`src/rtl/nv_nvdla_pdp_rdma_rsp_buf.sv`:
```
// PDP RDMA response buffer: credit-gated in-order FIFO between DMA read responses and PDP.
// Optional checker enabled by macro NVDLA_PDP_RDMA_RSP_CHK_EN (adds rsp_unsolicited_err).
module nv_nvdla_pdp_rdma_rsp_buf #(
    parameter int unsigned DEPTH    = 8,
    parameter int unsigned RSP_PD_W = 514
) (
    input  logic                        nvdla_core_clk,
    input  logic                        nvdla_core_rstn,
    input  logic                        req_issue_valid,
    input  logic                        req_issue_ready,
    output logic                        req_credit_ok,
    input  logic                        dma_rd_rsp_valid,
    output logic                        dma_rd_rsp_ready,
    input  logic [RSP_PD_W-1:0]         dma_rd_rsp_pd,
    output logic                        rsp_valid,
    input  logic                        rsp_ready,
    output logic [RSP_PD_W-1:0]         rsp_pd,
`ifdef NVDLA_PDP_RDMA_RSP_CHK_EN
    output logic                        rsp_unsolicited_err,
`endif
    output logic [$clog2(DEPTH):0]      outstanding_cnt
);

    localparam int unsigned AW = $clog2(DEPTH);
    localparam int unsigned CW = AW + 1;
    localparam logic [CW-1:0] DepthC = CW'(DEPTH);

    logic [CW-1:0]       cnt_q, cnt_d;
    logic [CW-1:0]       wr_ptr_q, wr_ptr_d;
    logic [CW-1:0]       rd_ptr_q, rd_ptr_d;
    logic [RSP_PD_W-1:0] mem_q [DEPTH];

    logic issue, push, pop, full, empty;

    // Full when pointers match in index but differ in wrap bit.
    assign full  = (wr_ptr_q[AW] != rd_ptr_q[AW]) && (wr_ptr_q[AW-1:0] == rd_ptr_q[AW-1:0]);
    assign empty = (wr_ptr_q == rd_ptr_q);

    assign issue = req_issue_valid & req_issue_ready;
    assign push  = dma_rd_rsp_valid & dma_rd_rsp_ready;
    assign pop   = rsp_valid & rsp_ready;

    assign req_credit_ok    = (cnt_q < DepthC);
    assign dma_rd_rsp_ready = !full;
    assign rsp_valid        = !empty;
    assign rsp_pd           = mem_q[rd_ptr_q[AW-1:0]];
    assign outstanding_cnt  = cnt_q;

    always_comb begin
        cnt_d    = cnt_q;
        wr_ptr_d = wr_ptr_q;
        rd_ptr_d = rd_ptr_q;
        if (issue && !pop && (cnt_q != DepthC)) begin
            cnt_d = cnt_q + CW'(1);
        end else if (pop && !issue && (cnt_q != '0)) begin
            cnt_d = cnt_q - CW'(1);
        end
        if (push) begin
            wr_ptr_d = wr_ptr_q + CW'(1);
        end
        if (pop) begin
            rd_ptr_d = rd_ptr_q + CW'(1);
        end
    end

    always_ff @(posedge nvdla_core_clk or negedge nvdla_core_rstn) begin
        if (!nvdla_core_rstn) begin
            cnt_q    <= '0;
            wr_ptr_q <= '0;
            rd_ptr_q <= '0;
        end else begin
            cnt_q    <= cnt_d;
            wr_ptr_q <= wr_ptr_d;
            rd_ptr_q <= rd_ptr_d;
        end
    end

    // Payload storage intentionally has no reset.
    always_ff @(posedge nvdla_core_clk) begin
        if (push) begin
            mem_q[wr_ptr_q[AW-1:0]] <= dma_rd_rsp_pd;
        end
    end

`ifdef NVDLA_PDP_RDMA_RSP_CHK_EN
    logic [CW-1:0] occupancy;
    logic          err_q, err_d;

    assign occupancy = wr_ptr_q - rd_ptr_q;

    // A response arriving with no unmatched request outstanding is unsolicited.
    always_comb begin
        err_d = err_q;
        if (push && (occupancy >= cnt_q)) begin
            err_d = 1'b1;
        end
    end

    always_ff @(posedge nvdla_core_clk or negedge nvdla_core_rstn) begin
        if (!nvdla_core_rstn) begin
            err_q <= 1'b0;
        end else begin
            err_q <= err_d;
        end
    end

    assign rsp_unsolicited_err = err_q;
`endif

endmodule
```
`config.mk`:
```
export PLATFORM = sky130hd
export DESIGN_NAME = nv_nvdla_pdp_rdma_rsp_buf
export DESIGN_NICKNAME = d
export VERILOG_FILES = /design/src/rtl/nv_nvdla_pdp_rdma_rsp_buf.sv
export SDC_FILE = /design/constraint.sdc
export NUM_CORES = 2
export LEC_CHECK = 0
export CAP_MARGIN = 40
export CELL_PAD_IN_SITES_DETAIL_PLACEMENT = 1
export CELL_PAD_IN_SITES_GLOBAL_PLACEMENT = 2
export CORE_MARGIN = 1.5
export CORE_UTILIZATION = 43
export DETAILED_ROUTE_END_ITERATION = 10
export GPL_TIMING_DRIVEN = 0
export PLACE_DENSITY = 0.8
export REMOVE_ABC_BUFFERS = 1
export SYNTH_ARGS = -nofsm -noshare
export SYNTH_HDL_FRONTEND = slang
export SYNTH_MEMORY_MAX_BITS = 65536
export SYNTH_SLANG_ARGS = --single-unit
export TNS_END_PERCENT = 30
```
`constraint.sdc`:
```
create_clock -name nvdla_core_clk -period 41 [get_ports nvdla_core_clk]
set_clock_uncertainty 0.15 [all_clocks]
set_input_delay 8.2 -clock nvdla_core_clk [delete_from_list [all_inputs] [get_ports nvdla_core_clk]]
set_output_delay 8.2 -clock nvdla_core_clk [all_outputs]
set_load 0.05 [all_outputs]
```
==> impl_metrics.csv <==
group,metric,value,unit
final_layout,final_area,191000,um2
global_route,grt-ovfl-total,0,
floorplan,coreArea,358000,um2
cts,clk_pin_slew,0.06,ns
timing,max_freq,0.0708,GHz
timing,setup_viol_count_final,0,
power,peakVddDrop,0.0660,mV
cts,cts_tree,"built",
timing,period_needed,14.13,ns
route,postRouteAntennaNets,0,
power,pwr-share-clk,24.2,%
route,first_pass_iters,5,
power,switching_share,35.9,%
power,p_seq_share,35.3,%
synth,synth_cells,6024,
timing,finalHoldWorstSlack,0.396,ns
cts,hold_buffers,0,
cts,cts_resized,0,
placement,place.gp.congestion,0.722,
placement,io_buffers,1040,
worst_setup_path,critical_path.startpoint_type,"register",
synth,async_flop_share,0.291,%
floorplan,start_util,43.1,%
route,drc_errors,0,
timing,tightest_slew,0.910,ns
synth,ys_ff_latch,4124,
placement,detailed_place.area,177000,um2
placement,post-dp-hpwl,262000,um
global_route,antenna_found_initial,146,
timing,slew_headroom,39.2,%
power,switching_power,5.60,mW
synth,synth_flop_cell,"edfxtp_1",
route,totalWireLength,396000,um
timing,period_share,34.5,%
synth,synth_edf_count,4112,
cts,htreeDepth,5,
worst_hold_path,whs_path_depth,1,
power,combPwrFrac,40.5,%
final_layout,final_common_cell,"edfxtp_1",
route,routed_via_density,5.56,
global_route,grt_use_total,21.5,%
synth,synth_cell_types,37,
worst_setup_path,crit_path_end_kind,"output port",
final_layout,nFillCells,30400,
cts,cts_buffer_depth,4,
status,status,"finished clean",
final_layout,layout_common_cells,"4112 x edfxtp_1, 1040 x clkdlybuf4s50_1, 1028 x mux4_2",
synth,yosysWarnings,0,
floorplan,dieWidth,603,um
timing,grt_setup_unrepaired,"false",
floorplan,die_y,603,um
synth,yosysSeqAreaShare,80.1,%
route,wl_per_cell,30.9,um
cts,numCtsBuffers,423,
worst_setup_path,r2r.worst_path.cells,17,
route,dr.first_iter.drc_count,5878,
cts,cts_setup_buffers,0,
cts,cts-root-buf,"clkbuf_16",
cts,cts.sinks,4124,
worst_setup_path,worst_ep_arrival_time,5.78,ns
synth,synth_area,155000,um2
run,maxCapViolCount,0,
route,num_vias,71200,
floorplan,num_rows,220,
timing,hold_viol,0,
power,leakage,60.1,nW
worst_setup_path,path_class,"reg -> out",
worst_setup_path,required,32.65,ns
synth,syn_area_per_cell,25.7,um2
worst_setup_path,cp_max_fo,39,
power,power_density,81.7,nW/um2
floorplan,die_area,363000,um2
global_route,grt_max_degree,57,
timing,tns,0,ns
global_route,grt_pass1_wl,569000,um
final_layout,drive_above_1_share,32.1,%
final_layout,fin_nets,8137,
worst_hold_path,hp-class,"reg -> reg",
power,p_int,9.98,mW
final_layout,syn2layout_area_growth,23.3,%
cts,clock_latency,0.94,ns
floorplan,num_io_pins,1041,
timing,maxSlewViolCount,0,
global_route,grt_pass1_vias,76600,
metal layers:
layer,GRT usage [%],part of all wire [%]
met1,26.6,38
met2,35.8,50
met3,5.04,6.6
met4,10.2,5.0
met5,0,0.15
cell usage after synthesis, types with 2 or more instances:
cell | number | area share [%]
xor2_1 | 5 | 0.028
dfrtp_1 | 12 | 0.19
mux2_2 | 515 | 3.8
a21o_1 | 2 | 0.0097
or4_1 | 2 | 0.0097
mux4_2 | 1028 | 15
nand2b_1 | 2 | 0.0081
nor2_1 | 7 | 0.017
o21ai_0 | 2 | 0.0065
ha_1 | 4 | 0.032
clkbuf_1 | 104 | 0.25
buf_6 | 16 | 0.12
edfxtp_1 | 4112 | 80
nand3_1 | 4 | 0.013
buf_2 | 88 | 0.28
xnor2_1 | 8 | 0.045
nand2_1 | 8 | 0.019
buf_4 | 21 | 0.10
nor3_1 | 3 | 0.0097
inv_1 | 2 | 0.0049
a21oi_1 | 3 | 0.0097
buf_1 | 61 | 0.15
final timing paths:
| check | to | startpoint | slack [ns] |
|---|---|---|---|
| max | rsp_pd[386] | rd_ptr_q[0] | 26.87 |
| min | rd_ptr_q[3] | rd_ptr_q[3] | 0.40 |
| max in group asynchronous | rd_ptr_q[0] | nvdla_core_rstn | 32.75 |
| min reg2reg | rd_ptr_q[3] | rd_ptr_q[3] | 0.40 |
| max reg2reg | mem_q[2][504] | rd_ptr_q[2] | 35.29 |
| min in group asynchronous | wr_ptr_q[2] | nvdla_core_rstn | 7.49 |
area by class of cell:
class	count	area [um2]	share of cell area [%]
clock inverters	251	2490	1.31
diodes	71	178	0.0932
repair buffers	1454	17600	9.25
well taps	4773	5970	3.13
clock buffers	526	11000	5.78
inverters	2	7.51	0.00394
multi-input cells	1607	29500	15.5
flip-flops and latches	4124	124000	65.0
critical path, stage by stage (launching register included):
cell	delay, ns
dfrtp_4	0.77
buf_16	0.34
buf_16	0.31
buf_16	0.28
buf_16	0.29
buf_16	0.30
buf_16	0.30
buf_16	0.30
mux4_2	0.57
mux2_2	0.29
clkdlybuf4s50_1	0.76
flip-flops by register name, summed over array words and instances (netlist names):
signal and count:
wr_ptr_q 4, mem_q 4112, rd_ptr_q 4, outstanding_cnt 4
cell families after synthesis:
logic type / count (synthesis) / share of synthesized area, %
flops: 4124 / 80.1
fa+ha+maj: 5 / 0.0453
compound gates: 14 / 0.0720
xor+xnor: 14 / 0.0914
buf+inv: 293 / 0.912
simple gates: 30 / 0.0955
mux: 1544 / 18.7
power by group through the flow:
stage	Sequential, mW	Combinational (mW)	Clock (mW)
final	5.49	6.31	3.77
after CTS	5.50	6.40	3.85
after global placement	7.65	10.3	0
after floorplan	6.59	7.15	0
after detailed placement	5.58	6.34	0
after global routing	5.54	6.55	3.97
stage by stage:
step	worst slack, ns	util, %	instances	total power [mW]
5_1_grt	26.48	53.2	12800	16.1
3_5_place_dp	27.74	49.4	12000	11.9
4_1_cts	26.64	53.1	12700	15.7
2_1_floorplan	-33.02	-	5733	13.7
3_3_place_gp	-91.24	47.3	11500	17.9
6_report	26.87	53.2	12800	15.6
(Power assumes the default switching activity.)
